**src/rtl/pes_mul_pkg.sv**
```systemverilog
// Shared definitions for the multiplier arbiter and the multiplier wrapper:
// default sizes, the requester tag carried beside the multiplier pipeline.
package pes_mul_pkg;

  localparam int NREQ_DEF    = 4;
  localparam int DATA_W_DEF  = 32;
  localparam int MUL_LAT_DEF = 4;
  localparam int TAG_W       = $clog2(NREQ_DEF);

  typedef struct packed {
    logic             valid;
    logic [TAG_W-1:0] id;
  } tag_t;

  // Counter width able to hold MUL_LAT+1 outstanding operations.
  function automatic int inflight_w(input int lat);
    return $clog2(lat + 2);
  endfunction

endpackage

```
**src/rtl/pes_mul_arbiter_if.sv**
```systemverilog
// Requester, response and multiplier-side signals of pes_mul_arbiter.
// slave = arbiter side, master = the environment (requesters + multiplier).
interface pes_mul_arbiter_if
  import pes_mul_pkg::*;
#(
  parameter int NREQ    = NREQ_DEF,
  parameter int DATA_W  = DATA_W_DEF,
  parameter int MUL_LAT = MUL_LAT_DEF
);
  localparam int INF_W = inflight_w(MUL_LAT);

  logic [NREQ-1:0]        req_valid;
  logic [NREQ-1:0]        req_ready;
  logic [NREQ*DATA_W-1:0] req_a;
  logic [NREQ*DATA_W-1:0] req_b;
  logic [NREQ-1:0]        rsp_valid;
  logic [DATA_W-1:0]      rsp_data;
  logic [DATA_W-1:0]      mul_a;
  logic [DATA_W-1:0]      mul_b;
  logic [DATA_W-1:0]      mul_f;
  logic [INF_W-1:0]       inflight;

  modport slave (
    input  req_valid, req_a, req_b, mul_f,
    output req_ready, rsp_valid, rsp_data, mul_a, mul_b, inflight
  );

  modport master (
    output req_valid, req_a, req_b, mul_f,
    input  req_ready, rsp_valid, rsp_data, mul_a, mul_b, inflight
  );

endinterface

```
**src/rtl/pes_rr_arbiter.sv**
```systemverilog
// Round-robin picker: first set request at or after ptr (wrapping), returned
// as a one-hot grant plus its index.
module pes_rr_arbiter
  import pes_mul_pkg::*;
#(
  parameter int NREQ = NREQ_DEF
) (
  input  logic [NREQ-1:0]  req,
  input  logic [TAG_W-1:0] ptr,
  output logic [NREQ-1:0]  grant,
  output logic [TAG_W-1:0] idx,
  output logic             any
);

  always_comb begin
    grant = '0;
    idx   = '0;
    any   = 1'b0;
    for (int off = 0; off < NREQ; off++) begin
      logic [TAG_W-1:0] sel;
      sel = TAG_W'((int'(ptr) + off) % NREQ);
      if (!any && req[sel]) begin
        any = 1'b1;
        idx = sel;
      end
    end
    if (any) grant[idx] = 1'b1;
  end

endmodule

```
**src/rtl/pes_mul_arbiter.sv**
```systemverilog
// Shares one fixed-latency pipelined multiplier between NREQ requesters and
// routes each product back to its issuer. Option: PES_MULARB_PRIO0_EN.
module pes_mul_arbiter
  import pes_mul_pkg::*;
#(
  parameter int NREQ    = NREQ_DEF,
  parameter int DATA_W  = DATA_W_DEF,
  parameter int MUL_LAT = MUL_LAT_DEF
) (
  input logic              clk,
  input logic              rst,
  pes_mul_arbiter_if.slave bus
);

  localparam int INF_W = inflight_w(MUL_LAT);

  logic [NREQ-1:0]   rr_req, rr_grant, grant, rsp_vec;
  logic [TAG_W-1:0]  rr_idx, gidx, ptr_reg;
  logic              rr_any, any, hs, adv_ptr, rsp_hit;
  logic [DATA_W-1:0] sel_a, sel_b, mul_a_reg, mul_b_reg;
  logic [INF_W-1:0]  inflight_reg;
  tag_t              tag_reg [MUL_LAT+1];
  tag_t              last;

  pes_rr_arbiter #(.NREQ(NREQ)) u_rr (
    .req   (rr_req),
    .ptr   (ptr_reg),
    .grant (rr_grant),
    .idx   (rr_idx),
    .any   (rr_any)
  );

`ifdef PES_MULARB_PRIO0_EN
  // Requester 0 bypasses the rotation; only grants to 1..NREQ-1 move the pointer.
  assign rr_req = {bus.req_valid[NREQ-1:1], 1'b0};

  always_comb begin
    grant = rr_grant;
    gidx  = rr_idx;
    any   = rr_any;
    if (bus.req_valid[0]) begin
      grant = {{(NREQ-1){1'b0}}, 1'b1};
      gidx  = '0;
      any   = 1'b1;
    end
  end

  assign adv_ptr = hs && !bus.req_valid[0];
`else
  assign rr_req  = bus.req_valid;
  assign grant   = rr_grant;
  assign gidx    = rr_idx;
  assign any     = rr_any;
  assign adv_ptr = hs;
`endif

  // Grant only ever selects a valid requester, so any grant is a handshake.
  assign hs            = !rst && any;
  assign bus.req_ready = rst ? '0 : grant;

  always_comb begin
    sel_a = '0;
    sel_b = '0;
    for (int i = 0; i < NREQ; i++) begin
      if (grant[i]) begin
        sel_a = bus.req_a[i*DATA_W +: DATA_W];
        sel_b = bus.req_b[i*DATA_W +: DATA_W];
      end
    end
  end

  always_ff @(posedge clk) begin
    if (rst) begin
      ptr_reg      <= '0;
      mul_a_reg    <= '0;
      mul_b_reg    <= '0;
      inflight_reg <= '0;
    end else begin
      if (hs) begin
        mul_a_reg <= sel_a;
        mul_b_reg <= sel_b;
      end
      if (adv_ptr) ptr_reg <= (gidx == TAG_W'(NREQ-1)) ? '0 : gidx + TAG_W'(1);
      case ({hs, rsp_hit})
        2'b10:   inflight_reg <= inflight_reg + INF_W'(1);
        2'b01:   inflight_reg <= inflight_reg - INF_W'(1);
        default: inflight_reg <= inflight_reg;
      endcase
    end
  end

  // Stage 0 sits beside mul_a/mul_b; stages 1..MUL_LAT track the multiplier,
  // so the last stage lines up with mul_f.
  always_ff @(posedge clk) begin
    if (rst) begin
      for (int i = 0; i <= MUL_LAT; i++) tag_reg[i] <= '0;
    end else begin
      tag_reg[0] <= '{valid: hs, id: gidx};
      for (int i = 1; i <= MUL_LAT; i++) tag_reg[i] <= tag_reg[i-1];
    end
  end

  assign last    = tag_reg[MUL_LAT];
  assign rsp_hit = !rst && last.valid;

  for (genvar gi = 0; gi < NREQ; gi++) begin : g_rsp
    assign rsp_vec[gi] = rsp_hit && (last.id == TAG_W'(gi));
  end

  assign bus.rsp_valid = rsp_vec;
  assign bus.rsp_data  = bus.mul_f;
  assign bus.mul_a     = mul_a_reg;
  assign bus.mul_b     = mul_b_reg;
  assign bus.inflight  = inflight_reg;

endmodule

```
**src/flat_wrapper.sv**
```systemverilog
// flat-port wrapper written by rule: the top's interface ports become plain ports
module pes_mul_arbiter_flat import pes_mul_pkg::*;
#(
  parameter int NREQ    = NREQ_DEF,
  parameter int DATA_W  = DATA_W_DEF,
  parameter int MUL_LAT = MUL_LAT_DEF
)
  (clk, rst, bus_req_valid, bus_req_a, bus_req_b, bus_mul_f, bus_req_ready, bus_rsp_valid, bus_rsp_data, bus_mul_a, bus_mul_b, bus_inflight);
  pes_mul_arbiter_if #(.NREQ(NREQ), .DATA_W(DATA_W), .MUL_LAT(MUL_LAT)) bus_i ();
  input logic clk;
  input logic rst;
  input wire logic [$bits(bus_i.req_valid)-1:0] bus_req_valid;
  input wire logic [$bits(bus_i.req_a)-1:0] bus_req_a;
  input wire logic [$bits(bus_i.req_b)-1:0] bus_req_b;
  input wire logic [$bits(bus_i.mul_f)-1:0] bus_mul_f;
  output wire logic [$bits(bus_i.req_ready)-1:0] bus_req_ready;
  output wire logic [$bits(bus_i.rsp_valid)-1:0] bus_rsp_valid;
  output wire logic [$bits(bus_i.rsp_data)-1:0] bus_rsp_data;
  output wire logic [$bits(bus_i.mul_a)-1:0] bus_mul_a;
  output wire logic [$bits(bus_i.mul_b)-1:0] bus_mul_b;
  output wire logic [$bits(bus_i.inflight)-1:0] bus_inflight;
  assign bus_i.req_valid = bus_req_valid;
  assign bus_i.req_a = bus_req_a;
  assign bus_i.req_b = bus_req_b;
  assign bus_i.mul_f = bus_mul_f;
  assign bus_req_ready = bus_i.req_ready;
  assign bus_rsp_valid = bus_i.rsp_valid;
  assign bus_rsp_data = bus_i.rsp_data;
  assign bus_mul_a = bus_i.mul_a;
  assign bus_mul_b = bus_i.mul_b;
  assign bus_inflight = bus_i.inflight;
  pes_mul_arbiter #(.NREQ(NREQ), .DATA_W(DATA_W), .MUL_LAT(MUL_LAT)) u_core (.clk(clk), .rst(rst), .bus(bus_i));
endmodule
```
**config.mk**
```make
export PLATFORM = sky130hd
export DESIGN_NAME = pes_mul_arbiter_flat
export DESIGN_NICKNAME = d
export VERILOG_FILES = /design/src/rtl/pes_mul_pkg.sv /design/src/rtl/pes_mul_arbiter_if.sv /design/src/rtl/pes_rr_arbiter.sv /design/src/rtl/pes_mul_arbiter.sv /design/src/flat_wrapper.sv
export SDC_FILE = /design/constraint.sdc
export NUM_CORES = 1
export LEC_CHECK = 0
export ABC_AREA = 1
export CAP_MARGIN = 20
export CORE_AREA = 3 3 155 157
export CTS_CLUSTER_DIAMETER = 60
export DETAILED_ROUTE_END_ITERATION = 10
export DIE_AREA = 0 0 158 160
export SLEW_MARGIN = 20
export SYNTH_ARGS = -nofsm -noshare
export SYNTH_HDL_FRONTEND = slang
export SYNTH_HIERARCHICAL = 1
export SYNTH_SLANG_ARGS = --single-unit
```
**constraint.sdc**
```tcl
create_clock -name clk -period 2.15 [get_ports clk]
set_input_delay 0.43 -clock clk [delete_from_list [all_inputs] [get_ports clk]]
set_output_delay 0.43 -clock clk [all_outputs]
set_load 0.05 [all_outputs]
```
Yosys cells after proc, flatten, opt, wreduce, memory -nomap -nowiden. Memory sizes are Yosys's and may differ from the RTL's. Cells that the tools add are included.

$add $sub $neg: 6. $lt $le $gt $ge: 6. Equal/unequal tests: 6. Mux-type cells: 38. Bitwise operators: 5. Reduce and logical (&&, ||, !) cells: 16.

Operators with widths (number): $mux W32 (8); $lt A2 B3 Y1 const B (5); $mux W3 (5); $mux W1 (12); $logic_and A1 B1 Y1 (10); $mux W2 (5); $bmux W1 S2 (4); $eq A2 B2 Y1 const B (4); $mux W4 (2); $pmux W3 S2 (1); $or A1 B1 Y1 (5); $add A2 B1 Y2 const B (2); $add A2 B2 Y2 const B (2); $eq A2 B1 Y1 const B (2); $logic_not A1 Y1 (4); $add A3 B1 Y3 const B (1); $sub A3 B1 Y3 const B (1); $demux W1 S2 (1); $ge A2 B1 Y1 const B (1); $logic_not A2 Y1 (1); $reduce_bool A2 Y1 (1).

Flip-flop bits (word level): 69. Bits in writable memories: 15. Output and inout bits: 107. Word-level logic and storage cells: 82. Memories: 1.

Memories: u_core.tag_reg (depth 5, width 3, read ports 5, clocked after Yosys merged registers in 0, write ports 5, line pes_mul_arbiter.sv:22) `tag_t tag_reg [MUL_LAT+1];`.

Depth between registers and ports, before layout. Gate-level depths: netlist of the first run.

Word-level depth: 21. Depth in mapped cells: 20.

Modules after synthesis. The synthesis of the first run kept the hierarchy.

By module, submodules not included: pes_mul_arbiter (times used 1, cells an instance 959, area each 5497.8 um^2, sequential area each 1681.6 um^2); pes_rr_arbiter (times used 1, cells an instance 70, area each 386.6 um^2, sequential area each 0.0 um^2).

Worst setup path after synthesis of the first run. OpenSTA, ideal clock, no wires.

Path kind: flip-flop to output port. From: register u_core.ptr_reg[0]. To: output bus_req_ready[3]. Data arrival time: 2.220 ns. Data required time: 1.720 ns. Slack: -0.500 ns. Cell stages (with the launch flop): 14. Path buffers: 3. Path through: dfxtp_1 buf_6 inv_8 nand2_2 nand2_4 o21ai_2 inv_1 nand3_2 nand3_2 nor2_2 inv_1 buf_2 buf_2 nor2_1.

RTL lines: from (decl) (line pes_mul_arbiter.sv:18) `logic [TAG_W-1:0] rr_idx, gidx, ptr_reg;`; from (signal assigned) (line pes_mul_arbiter.sv:83) `if (adv_ptr) ptr_reg <= (gidx == TAG_W'(NREQ-1)) ? '0 : gidx + TAG_W'(1);`; parallel branches: the longest is 11 deep, another holds $add A2 B1 Y2; $mux W1 (*) (line pes_rr_arbiter.sv:22) `if (!any && req[sel]) begin`; net u_core.any (line pes_mul_arbiter.sv:19) `logic rr_any, any, hs, adv_ptr, rsp_hit;`; $mux W4 (*) (line pes_rr_arbiter.sv:27) `if (any) grant[idx] = 1'b1;`; net u_core.grant[3] (line pes_mul_arbiter.sv:17) `logic [NREQ-1:0] rr_req, rr_grant, grant, rsp_vec;`; $mux W4 (*) (line pes_mul_arbiter.sv:59) `assign bus.req_ready = rst ? '0 : grant;`; to (decl) (line flat_wrapper.sv:16) `output wire logic [$bits(bus_i.req_ready)-1:0] bus_req_ready;`.

Mark *: on every way through the listed nets, which the timed path passes. The select of a mux whose other input is x is not followed.

Worst setup path in the final report of the first run.
From: register u_core.ptr_reg[0]. To: output bus_req_ready[2].

Longest elaborated chain between the ends: 18.

RTL lines (line): parallel branches: the longest is 11 deep, another holds $add A2 B1 Y2; $mux W2 (*) (pes_rr_arbiter.sv:22); net u_core.gidx[1] (pes_mul_arbiter.sv:18); $lt A2 B3 Y1 (implied by the code) or $ge A2 B1 Y1 (tied branches) (pes_rr_arbiter.sv:27); $logic_and A1 B1 Y1 (implied by the code) (pes_rr_arbiter.sv:27); $mux W1 (implied by the code) (pes_rr_arbiter.sv:27); $demux W1 S2 (*) (pes_rr_arbiter.sv:27); $mux W4 (*) (pes_rr_arbiter.sv:27); net u_core.grant[2] (pes_mul_arbiter.sv:17); $mux W4 (*) (pes_mul_arbiter.sv:59).

Marked as above.

==> flow_summary.toml, run 1 <==
[run_status]
status = "complete, but fails checks"
violations = "negative setup slack"

[placement]
hpwl_um = 18900
postPlaceCellArea_um2 = 9510
io_buffers = 336
dp_slack_ps = -595
place_congestion = 0.905
placedCellCount = 1580

[timing]
rsz0062_at_grt = "yes"
finalCritPeriodShare_pct = 118
relSlewSlack_pct = 57.4
max_freq_mhz = 395
clock_skew_ps = 7.22
finalSetupViolations = 70
tns_ps = -12530
whs_ps = 406
setup_ws_ps = -379
period_minus_slack_ps = 2530
worst_pin_slew_ps = 639
hold_viol_final = 0
slew_viol_final = 0

[synth]
yosysTopAreaCell = "dfxtp_1"
avgSynthCellArea_um2 = 5.72
synth_nets = 1326
ys_seq_area_share_pct = 28.6
yosys-top-cells-area = "dfxtp_1, nand2_1, a21oi_1, nor2_1, nand3_1"
ys_seq_elements = 84
synth_top_area_share_pct = 28.6
ys_warn_count = 6
yosysUniqueCellTypes = 27
postSynthCellCount = 1029
netlist_area_um2 = 5880

[setup_path]
reg2reg_slack_ps = -230
crit_top_cell = "nand2_4"
cp_cell_sequence = "buf_6, nand2_4, nand3_4, nand2_4, nor2_4, nand4_1, nand2_4, buf_6, nand2_2, inv_2, inv_4, nor2_4, buf_12"
r2r_start = "u_core/ptr_reg[0]"
end_kind = "output port"
reg2reg_to = "u_core/bus.mul_a[6]"
crit_path_max_fanout = 5
r2r_cells = 20
crit_required_ps = 1720
crit_start = "u_core/ptr_reg[0]"
cp-start-kind = "flip-flop"
criticalPathCategory = "reg2out"
crit_end = "bus_req_ready[2]"
cp.arrival_ps = 2100
slowest_stage = "dfxtp_4"
slowest_delay_ps = 410

[layout]
final_util_pct = 50.1
final_common_cell = "nand2_1"
diodes = 0
layout.cells.non_filler = 1657
fillers = 2239
multi_input_area_um2 = 3870
seq_area_um2 = 1690
final_cell_mix = "nand2_1, clkdlybuf4s50_1, nor2_1, a21oi_1, dfxtp_1"
fin_area_um2 = 11400
nets = 1664
drive_above_1_share_pct = 17.9
area_delta_synth_final_pct = 92.9

[clocking]
cts_buffers = 9
clock_sinks = 84
cts_root_buffer = "clkbuf_16"
cts_tree = "yes"
postCtsHoldBufs = 0
insertion_delay_ps = 340
htree_levels = 3
clockBufferDepth = 2
cts.reportedPaths.clkPinSlew_ps = 70

[route]
routed_wl_um = 32200
via_per_inst = 4.77
drc = 0
ant_nets = 0
wl_per_cell_um = 19.4
drt_pass1_iterations = 7
drt-initial-drc-count = 480
num_vias = 7902

[die]
initial_core_util_pct = 26.0
die_x_um = 158
die_y_um = 160
die_area_um2 = 25300
ioPinCount = 401
coreArea_um2 = 22600
rows = 55

[global_routing]
grt_pass1_vias = 7559
grt_max_degree = 48
grt_use_total_pct = 22.9
antenna_found_initial = 1
overflow = 0
grt_pass1_wl_um = 44200

[power]
p_per_area_nw_per_um2 = 2200
power.leakage_nw = 4.93
power.total_mw = 24.9
vdd_ir_drop_max_uv = 902

[run]
drv_cap = 0

[min_path]
min_path_type = "reg2reg"
hold_path_startpoint = "u_core/tag_reg[0][2]"
power breakdown:
| group | leakage (nW) | switching, mW | internal, mW |
|---|---|---|---|
| clock | 0.133 | 0.666 | 0.901 |
| combinational | 4.11 | 11.8 | 9.05 |
| sequential | 0.688 | 0.347 | 2.21 |
| total | 4.93 | 12.8 | 12.2 |
Yosys cell counts:
cell type and count:
o21ai_2 2, inv_2 6, inv_8 1, nand2_2 13, nor2_2 1, a21oi_1 130, o21ai_0 3, nor2_4 1
buf_4 40, inv_1 32, xor2_1 1, fa_1 1, dfxtp_1 84, nand3_2 6, clkbuf_1 23, buf_2 35
buf_6 6, nor2_1 153, buf_1 1, nor3_1 5, nand4_1 1, nand2_1 413, nand3_1 65, ha_1 2
and3_1 1, nand2_4 2, o211a_1 1
what timing repair did:
item | CTS | global route
resized for setup | 124 | 63
buffers inserted | 33 | 8
gates cloned | 19 | 8
pin swaps | 31 | 20
setup endpoints to repair | 70 | 70
logic make-up (layout without fill, tap and decap cells):
family	after synthesis	count (layout)	share of synthesized area, %
buffers and inverters	144	487	13.4
adders and majority gates	3	3	0.765
xor gates and xnor gates	1	1	0.149
DFF	84	84	28.6
and+or+nand+nor	661	661	45.4
AOI/OAI and AO/OA	136	136	11.8
routing by layer:
| metal | track usage (%) | routed length (µm) |
|---|---|---|
| met2 | 39.6 | 15600 |
| met5 | 0 | 13 |
| met3 | 5.20 | 2830 |
| met1 | 26.6 | 12500 |
| met4 | 10.7 | 1230 |
critical path, delay by kind of cell (launching register included):
kind / cells / cell delay [ps]
AND/OR/NAND/NOR: 8 / 800
buffers and inverters: 5 / 530
flip-flops: 1 / 410
worst min path at each step:
stage	depth (start not counted)	to	slack [ps]
after floorplan	2	u_core/tag_reg[0][10]	390
after global placement	2	u_core/tag_reg[0][5]	390
after detailed placement	2	u_core/tag_reg[0][11]	400
after CTS	4	u_core/bus.inflight[1]	390
after global routing	4	u_core/bus.inflight[1]	410
final	2	u_core/tag_reg[0][5]	410
layout make-up:
cell class	count	area share [%]
multi-input cells	801	34.1
clock inverters	4	0.441
repair buffers	432	43.9
well taps	285	3.14
clock buffers	12	2.08
inverters	39	1.49
flip-flops and latches	84	14.9
No activity file was read; power rests on OpenSTA's default activity.
==> run 2, diff against run 1 <==
CORE_AREA = 3 3 153 155   (was 3 3 155 157)
DIE_AREA = 0 0 156 158   (was 0 0 158 160)
clock period = 2.9 ns   (was 2.15 ns; I/O delays follow)
==> flow_summary.toml, run 2 (synthesized netlist as in run 1, its figures left out) <==
[timing]
relSlewSlack_pct = 53.5
clock_skew_ps = 12.0
finalSetupViolations = 0
max_freq_mhz = 352
worst_pin_slew_ps = 697
slew_viol_final = 0
whs_ps = 405
rsz0062_at_grt = "yes"
hold_viol_final = 0
period_minus_slack_ps = 2840
finalCritPeriodShare_pct = 97.9

[min_path]
min_path_type = "reg2reg"

[setup_path]
cp.arrival_ps = 2260
end_kind = "output port"
slowest_delay_ps = 480
path_buf_inv = 4
cp-start-kind = "input port"
cp_cell_sequence = "clkdlybuf4s50_1, inv_1, nand2_2, nand3_1, o21ai_2, nand2_2, nand2_2, nand2_2, nand2_1, nand2_2, nor2_4, inv_2, nor2_4, buf_12"
critPathTopFamily = "simple AND/OR/NAND/NOR gates"
crit_path_max_fanout = 3
crit_required_ps = 2320
criticalPathCategory = "in2out"
crit_top_cell = "nand2_2"
slowest_stage = "clkdlybuf4s50_1"

[placement]
io_buffers = 336
place_congestion = 0.845
hpwl_um = 18700

[die]
rows = 54
die_area_um2 = 24600
coreArea_um2 = 22000
die_y_um = 158
ioPinCount = 401
die_x_um = 156
initial_core_util_pct = 26.8

[global_routing]
overflow = 0
grt_pass1_wl_um = 37200
grt_use_total_pct = 19.2
grt_max_degree = 62
antenna_found_initial = 0
grt_pass1_vias = 6851

[route]
ant_nets = 0
drt-initial-drc-count = 348
num_vias = 7236
wl_per_cell_um = 16.1
routed_wl_um = 25600
drc = 0
drt_pass1_iterations = 4
via_per_inst = 4.56

[power]
vdd_ir_drop_max_uv = 954
p_per_area_nw_per_um2 = 1350
power.leakage_nw = 4.26

[clocking]
cts_root_buffer = "clkbuf_16"
cts_buffers = 9
htree_levels = 3
insertion_delay_ps = 350
clock_sinks = 84
cts_tree = "yes"
clockBufferDepth = 2
cts.reportedPaths.clkPinSlew_ps = 60
postCtsHoldBufs = 0

[layout]
diodes = 0
area_delta_synth_final_pct = 65.2
final_util_pct = 44.3
nets = 1598
final_cell_mix = "nand2_1, clkdlybuf4s50_1, nor2_1, a21oi_1, dfxtp_1"
final_common_cell = "nand2_1"
fillers = 2353
drive_above_1_share_pct = 7.89

[run_status]
status = "finished, final reports clean"

[run]
drv_cap = 0
==> run 2: changes by cell type in the layout (fill, tap and decap cells not counted), moves of 11 or more <==
cell,previous run,this run
buf_6,18,0
nand2_2,47,16
nand3_1,48,65
nand3_2,15,4
buf_16,14,0
nand2_1,367,409
buf_12,27,15
==> run 2: final cells by class <==
type                            count  area [µm²]  area share [%]
Clock inverter                      4        32.5           0.335
Inverter                           39         154            1.58
Timing Repair Buffer              366        3760            38.7
Multi-Input combinational cell    801        3500            36.0
Sequential cell                    84        1680            17.3
Clock buffer                       12         246            2.54
Tap cell                          280         350            3.60
==> run 2: power by group <==
group / leakage (nW) / total (mW) / internal [mW] / switching, mW
clock network: 0.129 / 1.12 / 0.610 / 0.512
registers: 0.687 / 1.90 / 1.63 / 0.265
logic: 3.44 / 10.1 / 3.53 / 6.56
==> run 2: layer usage <==
metal | share of wire [%] | up-vias | wire length (µm) | GRT usage [%]
met5 | 0 | - | 0 | 0
met4 | 1.6 | 0 | 419 | 5.42
met3 | 9.1 | 25 | 2330 | 5.80
met2 | 49 | 278 | 12700 | 35.4
met1 | 40 | 3213 | 10200 | 21.4
li1 | - | 3720 | - | -
==> run 2: worst paths after layout <==
check / from / endpoint / slack [ps] / cells after the start
max: bus_req_valid[3] / bus_req_ready[0] / 60 / 14
min: u_core/tag_reg[0][2] / u_core/tag_reg[0][5] / 410 / 2
max reg2reg: u_core/ptr_reg[1] / u_core/bus.mul_a[10] / 480 / 17
min reg2reg: u_core/tag_reg[0][2] / u_core/tag_reg[0][5] / 410 / 2
==> run 2: stage by stage <==
| stage | instances | TNS (ps) | power, mW | instance area [µm²] | setup slack, ps |
|---|---|---|---|---|---|
| finish | 1586 | 0 | 13.1 | 9720 | 60.2 |
| global route | 1586 | -74.4 | 14.3 | 9720 | -30.0 |
| detailed placement | 1568 | -101 | 11.9 | 9370 | -63.5 |
| CTS | 1584 | 0 | 13.1 | 9660 | 18.1 |
| global placement | 1568 | -12.0 | 11.9 | 9370 | -12.0 |
| floorplan | 1029 | 0 | 8.70 | 5890 | 43.0 |
==> run 2: repair_timing <==
item                                    in CTS  in global routing
cloned                                       0                  0
resized for setup                            5                 14
endpoints found under the setup margin       4                  4
setup buffers                                0                  2
endpoints found under the hold margin        0                  0
pin swaps                                    1                  8
==> run 2: worst register-to-register path, stage by stage (launching register included) <==
cell	delay [ps]
dfxtp_1	480
inv_2	130
nand2_2	100
nand2_4	70
nand2_4	60
nand2_2	70
nor2_4	140
nand4_1	150
nand2_4	160
nor2_4	60
inv_2	110
buf_4	290
nand3_1	140
nand2_1	90
nand2_1	50
nand2_1	60
nand2_1	60
a21oi_1	130
